**config.mk**
```make
export PLATFORM = sky130hd
export DESIGN_NAME = cpu_io_port
export DESIGN_NICKNAME = d
export VERILOG_FILES = /design/src/rtl/cpu_io_port_pkg.sv /design/src/rtl/cpu_io_port_fifo.sv /design/src/rtl/cpu_io_port.sv
export SDC_FILE = /design/constraint.sdc
export NUM_CORES = 1
export LEC_CHECK = 0
export ABC_AREA = 1
export BUFFER_PORTS_ARGS = -buffer_cell sky130_fd_sc_hd__clkbuf_2
export CAP_MARGIN = 0
export CORE_MARGIN = 10
export CORE_UTILIZATION = 47
export DETAILED_ROUTE_END_ITERATION = 7
export GPL_ROUTABILITY_DRIVEN = 1
export HOLD_SLACK_MARGIN = 0.1
export PLACE_DENSITY = 0.77
export SLEW_MARGIN = 20
export SYNTH_ARGS = -nofsm -noshare
export SYNTH_HDL_FRONTEND = slang
export SYNTH_SLANG_ARGS = --single-unit
```
**constraint.sdc**
```tcl
create_clock -name clk -period 3.66 [get_ports clk]
set_input_delay 0.732 -clock clk [delete_from_list [all_inputs] [get_ports clk]]
set_output_delay 0.732 -clock clk [all_outputs]
set_load 0.05 [all_outputs]
```
**src/rtl/cpu_io_port_pkg.sv**
```systemverilog
// Shared constants for the CPU parallel I/O port endpoint.
package cpu_io_port_pkg;

  // Word width of the CPU in_port/out_port; also used by the CPU top.
  localparam int unsigned CPU_WORD_W = 16;

  // Default out-FIFO depth and drop-counter width.
  localparam int unsigned DEF_FIFO_DEPTH = 8;
  localparam int unsigned DEF_DROP_W     = 8;

endpackage : cpu_io_port_pkg

```
**src/rtl/cpu_io_port_fifo.sv**
```systemverilog
// First-word fall-through synchronous FIFO with separate occupancy count.
module sync_fifo_fwft #(
  parameter int unsigned DATA_W = 16,
  parameter int unsigned DEPTH  = 8
) (
  input  logic                      clk,
  input  logic                      rst,
  input  logic                      push_i,
  input  logic [DATA_W-1:0]         push_data_i,
  input  logic                      pop_i,
  output logic [DATA_W-1:0]         pop_data_o,
  output logic                      full_o,
  output logic                      empty_o,
  output logic [$clog2(DEPTH):0]    count_o
);

  localparam int unsigned PTR_W = $clog2(DEPTH);
  localparam int unsigned CNT_W = PTR_W + 1;

  logic [DATA_W-1:0] mem_q [DEPTH];
  logic [PTR_W-1:0]  wr_ptr_q, wr_ptr_d;
  logic [PTR_W-1:0]  rd_ptr_q, rd_ptr_d;
  logic [CNT_W-1:0]  count_q, count_d;
  logic              do_push;
  logic              do_pop;

  assign full_o     = (count_q == CNT_W'(DEPTH));
  assign empty_o    = (count_q == '0);
  assign count_o    = count_q;
  assign pop_data_o = mem_q[rd_ptr_q];

  // A pop frees the slot in the same edge, so a full FIFO can still take a push.
  assign do_pop  = pop_i && !empty_o;
  assign do_push = push_i && (!full_o || do_pop);

  // Next-state for pointers and occupancy.
  always_comb begin
    wr_ptr_d = wr_ptr_q;
    rd_ptr_d = rd_ptr_q;
    count_d  = count_q;
    if (do_push) wr_ptr_d = wr_ptr_q + PTR_W'(1);
    if (do_pop)  rd_ptr_d = rd_ptr_q + PTR_W'(1);
    if (do_push && !do_pop)      count_d = count_q + CNT_W'(1);
    else if (do_pop && !do_push) count_d = count_q - CNT_W'(1);
  end

  // Pointer and count registers; reset discards contents.
  always_ff @(posedge clk) begin
    if (rst) begin
      wr_ptr_q <= '0;
      rd_ptr_q <= '0;
      count_q  <= '0;
    end else begin
      wr_ptr_q <= wr_ptr_d;
      rd_ptr_q <= rd_ptr_d;
      count_q  <= count_d;
    end
  end

  // Storage array; contents are don't-care until written.
  always_ff @(posedge clk) begin
    if (do_push) mem_q[wr_ptr_q] <= push_data_i;
  end

endmodule : sync_fifo_fwft

```
**src/rtl/cpu_io_port.sv**
```systemverilog
// Peripheral-side endpoint of the CPU parallel I/O port: out-FIFO to host, in register from host.
module cpu_io_port
  import cpu_io_port_pkg::*;
#(
  parameter int unsigned DATA_W     = CPU_WORD_W,
  parameter int unsigned FIFO_DEPTH = DEF_FIFO_DEPTH,
  parameter int unsigned DROP_W     = DEF_DROP_W
) (
  input  logic                          clk,
  input  logic                          rst,
  input  logic [DATA_W-1:0]             cpu_out_data,
  input  logic                          cpu_out_valid,
  output logic [DATA_W-1:0]             cpu_in_data,
  output logic [DATA_W-1:0]             host_tx_data,
  output logic                          host_tx_valid,
  input  logic                          host_tx_ready,
  input  logic [DATA_W-1:0]             host_rx_data,
  input  logic                          host_rx_valid,
  output logic                          host_rx_ready,
  output logic                          in_fresh,
  input  logic                          in_fresh_clr,
  output logic [$clog2(FIFO_DEPTH):0]   fifo_count,
  output logic                          overflow,
  output logic [DROP_W-1:0]             drop_cnt,
  input  logic                          ovf_clr
);

  logic              fifo_full;
  logic              fifo_empty;
  logic              pop;
  logic              accept;
  logic              drop;
  logic              overflow_q, overflow_d;
  logic [DROP_W-1:0] drop_cnt_q, drop_cnt_d;
  logic [DATA_W-1:0] in_reg_q, in_reg_d;
  logic              in_fresh_q, in_fresh_d;

  assign host_tx_valid = !fifo_empty;
  assign pop           = host_tx_valid && host_tx_ready;
  assign accept        = !fifo_full || pop;
  assign drop          = cpu_out_valid && !accept;

  // Out-side word queue toward the host.
  sync_fifo_fwft #(
    .DATA_W (DATA_W),
    .DEPTH  (FIFO_DEPTH)
  ) u_out_fifo (
    .clk         (clk),
    .rst         (rst),
    .push_i      (cpu_out_valid && accept),
    .push_data_i (cpu_out_data),
    .pop_i       (pop),
    .pop_data_o  (host_tx_data),
    .full_o      (fifo_full),
    .empty_o     (fifo_empty),
    .count_o     (fifo_count)
  );

  // Overflow/drop bookkeeping; a drop in the clear cycle counts as the first new drop.
  always_comb begin
    overflow_d = overflow_q;
    drop_cnt_d = drop_cnt_q;
    if (drop) begin
      overflow_d = 1'b1;
      if (ovf_clr)                drop_cnt_d = DROP_W'(1);
      else if (drop_cnt_q != '1)  drop_cnt_d = drop_cnt_q + DROP_W'(1);
    end else if (ovf_clr) begin
      overflow_d = 1'b0;
      drop_cnt_d = '0;
    end
  end

  // In register; a load beats a simultaneous fresh-clear.
  always_comb begin
    in_reg_d   = in_reg_q;
    in_fresh_d = in_fresh_q;
    if (host_rx_valid) begin
      in_reg_d   = host_rx_data;
      in_fresh_d = 1'b1;
    end else if (in_fresh_clr) begin
      in_fresh_d = 1'b0;
    end
  end

  // Status and in-side registers.
  always_ff @(posedge clk) begin
    if (rst) begin
      overflow_q <= 1'b0;
      drop_cnt_q <= '0;
      in_reg_q   <= '0;
      in_fresh_q <= 1'b0;
    end else begin
      overflow_q <= overflow_d;
      drop_cnt_q <= drop_cnt_d;
      in_reg_q   <= in_reg_d;
      in_fresh_q <= in_fresh_d;
    end
  end

  assign overflow      = overflow_q;
  assign drop_cnt      = drop_cnt_q;
  assign cpu_in_data   = in_reg_q;
  assign in_fresh      = in_fresh_q;
  assign host_rx_ready = 1'b1;

endmodule : cpu_io_port

```
==> impl_metrics.tcl <==
set metrics [dict create \
    setup_tns_ns 0 \
    wl_per_cell_microns 16.7 \
    area_growth_syn_to_layout_pct 17.2 \
    core_area_sq_um 14000 \
    synth_top_area_share_pct 56.7 \
    rsz0062_at_grt "no" \
    hold_end "in_fresh" \
    synth.area.mux_share_pct 2.36 \
    path_buf_inv 2 \
    clk_pin_slew_worst_paths_ns 0.06 \
    grt_max_degree 65 \
    synth.cell_area_sq_um 6780 \
    route.detailed.drc 0 \
    yosys.area_share.adder_pct 1.40 \
    hold_path_class "flip-flop to flip-flop" \
    yosysWarnings 0 \
    synth-compound-area-share_pct 9.36 \
    firstDrtPassIters 5 \
    crit_family "flip-flops" \
    cts_inserted_buffers 17 \
    cp.arrival_ns 2.23 \
    path_common_cell "nand2_1" \
    crit_required_ns 2.93 \
    setup_viol 0 \
    clk_latency_ns 0.42 \
    worst_pin_slew_ns 0.784 \
    dp_hpwl_microns 9080 \
    ant_nets 0 \
    cp-start-kind "flip-flop" \
    vias_per_cell 5.26 \
    synth-xor-area-share_pct 0.517 \
    dieWidth_microns 140 \
    cpPeakStageDelay_ns 0.64 \
    place.gp.congestion 0.821 \
    design_area_sq_um 7950 \
    ys_seq_elements 167 \
    clock_path_buffers 2 \
    cts_setup_buffers 0 \
    skew_ns 0.00801 \
    yosys.area_share.simple_pct 13.8 \
    worstReg2RegStart "u_out_fifo.count_o[0]" \
    routed_wirelength_microns 14500 \
    cts_tree "yes" \
    path_max_fanout 44 \
    start_util_pct 48.5 \
    grt_pass1_vias 4900 \
    min_path_cells 2 \
    drive_above_1_share_pct 20.4 \
    synth_nets 633 \
    synth_top_cell_by_area "edfxtp_1" \
    fin_crit_ns 2.96 \
    die_area_sq_um 19600 \
    dr.first_iter.drc_count 265 \
    fillCellCount 1159 \
    path_cells "buf_12 > nor2_1 > o32ai_1 > nand2_1 > nand2_1 > clkbuf_2" \
    hold_violations 0 \
    syn-mean-instance-area_sq_um 11.5 \
    cts_max_level 4 \
    cap_violations 0 \
    post_dp_cell_area_sq_um 7340 \
    p_per_area_nw_per_um2 706 \
    synth.distinct_cells 38 \
    io_pins 87 \
    antenna_found_initial 1 \
    cp-end-kind "output pin" \
    synth_top_family_by_area "simple AND/OR/NAND/NOR gates" \
    seq_area_frac_synth_pct 68.2 \
    cts.sinks 167 \
    ctsResizeCount 0 \
    outcome "finished, final reports clean" \
    nets 720 \
    cts-root-buf "clkbuf_16" \
    r2r_setup_slack_ns 1.45 \
    critPathKind "flip-flop to output pin" \
    fmax_ghz 0.338 \
    grt_first_pass_wirelength_microns 23700 \
    rows 43 \
    min_from "in_fresh" \
    hold_buffers 0 \
    slowest_stage "dfxtp_2" \
    syn-instance-count 587 \
    irDropWorstVdd_mv 0.783 \
    power.leakage_nw 3.08 \
    rr_endpoint "u_out_fifo.count_o[3]" \
    fin_crit_sh_pct 80.9 \
    maxSlewViolCount 0 \
    grt_usage_pct 14.9 \
    die_y_microns 140 \
    port_buffers 85 \
    maxSlewHeadroom_pct 47.6 \
    via_count 4569 \
    gr-total-overflow 0 \
    synth_area_leaders "edfxtp_1 (57%), dfxtp_1 (12%), nor2_1 (6.9%), nand2_1 (4.7%), o21ai_0 (4.1%)" \
    rr_worst_depth 12 \
]
-- power by group --
group / switching (mW) / internal, mW / total, mW
Clock: 0.708 / 1.08 / 1.78
Combinational: 1.16 / 0.418 / 1.57
Sequential: 0.0949 / 2.15 / 2.25
-- how the worst max path moves through the flow --
stage | startpoint | end | slack [ns] | cells past startpoint
after floorplan | u_out_fifo.count_o[0] | u_out_fifo.count_o[3] | 1.14 | 11
after global placement | host_tx_ready | u_out_fifo.count_o[3] | 1.19 | 13
after detailed placement | host_tx_ready | u_out_fifo.count_o[3] | 1.05 | 13
after CTS | flip-flop | host_tx_data[6] | 0.64 | 6
after global routing | flip-flop | host_tx_data[6] | 0.49 | 6
final | flip-flop | host_tx_data[6] | 0.70 | 6
-- cells in the final DEF, fill, tap and decap left out, types with 2 or more instances in the layout --
| cell type | count |
|---|---|
| nand4_1 | 4 |
| dfxtp_1 | 38 |
| o22ai_1 | 16 |
| clkbuf_2 | 85 |
| clkbuf_16 | 17 |
| o21ai_0 | 55 |
| buf_4 | 10 |
| nor2_1 | 124 |
| mux2i_1 | 16 |
| o32ai_1 | 16 |
| inv_6 | 4 |
| ha_1 | 6 |
| edfxtp_1 | 128 |
| nand3_1 | 7 |
| clkinv_1 | 5 |
| a21oi_1 | 11 |
| bufinv_16 | 3 |
| inv_1 | 26 |
| a21oi_2 | 5 |
| nand2_1 | 84 |
| nand2_2 | 3 |
| xor2_1 | 3 |
| nand2_4 | 2 |
-- metal layers --
| metal | track usage [%] | vias up | wire length (microns) |
|---|---|---|---|
| li1 | - | 2232 | - |
| met3 | 5.81 | 15 | 1200 |
| met5 | 0 | - | 0 |
| met4 | 5.54 | 0 | 166 |
| met2 | 24.8 | 161 | 7010 |
| met1 | 17.1 | 2161 | 6090 |
-- synth_stat cells (all sizes together) --
master,n
mux2i,16
nor3,1
nand3b,1
o32ai,16
inv,27
nand3,7
dfxtp,39
o22ai,16
edfxtp,128
fa,1
or2,1
xnor2,1
o21ai,56
o211ai,1
buf,20
o21bai,1
clkbuf,8
nand2,89
ha,6
a21oi,16
nor2,126
clkinv,1
and3,1
nand4,4
xor2,3
conb,1
-- per-stage QoR --
| step | total power [mW] | instances | utilization, % | worst slack (ns) | hold slack, ns |
|---|---|---|---|---|---|
| floorplan | 3.53 | 587 | - | 1.14 | 0.451 |
| global placement | 3.81 | 835 | 52.5 | 1.19 | 0.448 |
| detailed placement | 3.87 | 835 | 52.5 | 1.05 | 0.456 |
| CTS | 5.65 | 867 | 56.8 | 0.645 | 0.467 |
| global route | 5.90 | 867 | 56.8 | 0.490 | 0.479 |
| finish | 5.61 | 868 | 56.8 | 0.701 | 0.470 |
-- cells by family (layout without fill, tap and decap cells) --
logic type,count (synthesis),in the layout
simple gates,230,230
flops,167,167
compound gates,106,106
buf+inv,56,156
mux,16,16
fa+ha+maj,7,7
xor+xnor,4,4
other cells,1,2
-- state kept, by name, summed over array words and instances (netlist names), named ones only --
| name | cells |
|---|---|
| u_out_fifo.mem_q | 128 |
| cpu_in_data | 16 |
| drop_cnt | 8 |
| u_out_fifo.count_o | 4 |
| u_out_fifo.rd_ptr_q | 3 |
| u_out_fifo.wr_ptr_q | 3 |
| in_fresh | 1 |
| overflow | 1 |
-- final cells by class --
class	instances	area (sq um)	share of cell area, %
Clock inverter	15	173	2.17
Sequential cell	167	4630	58.2
Tap cell	180	225	2.83
Clock buffer	17	425	5.35
Antenna cell	1	2.50	0.0315
Inverter	28	108	1.35
Timing Repair Buffer	96	520	6.55
Multi-Input combinational cell	364	1870	23.5
-- tightest hold or removal path, stage by stage, from the launching register on --
cell     delay, ns
dfxtp_1       0.31
nand2_1       0.06
a21oi_1       0.05
Note: power is estimated with default switching activity, not from simulation.
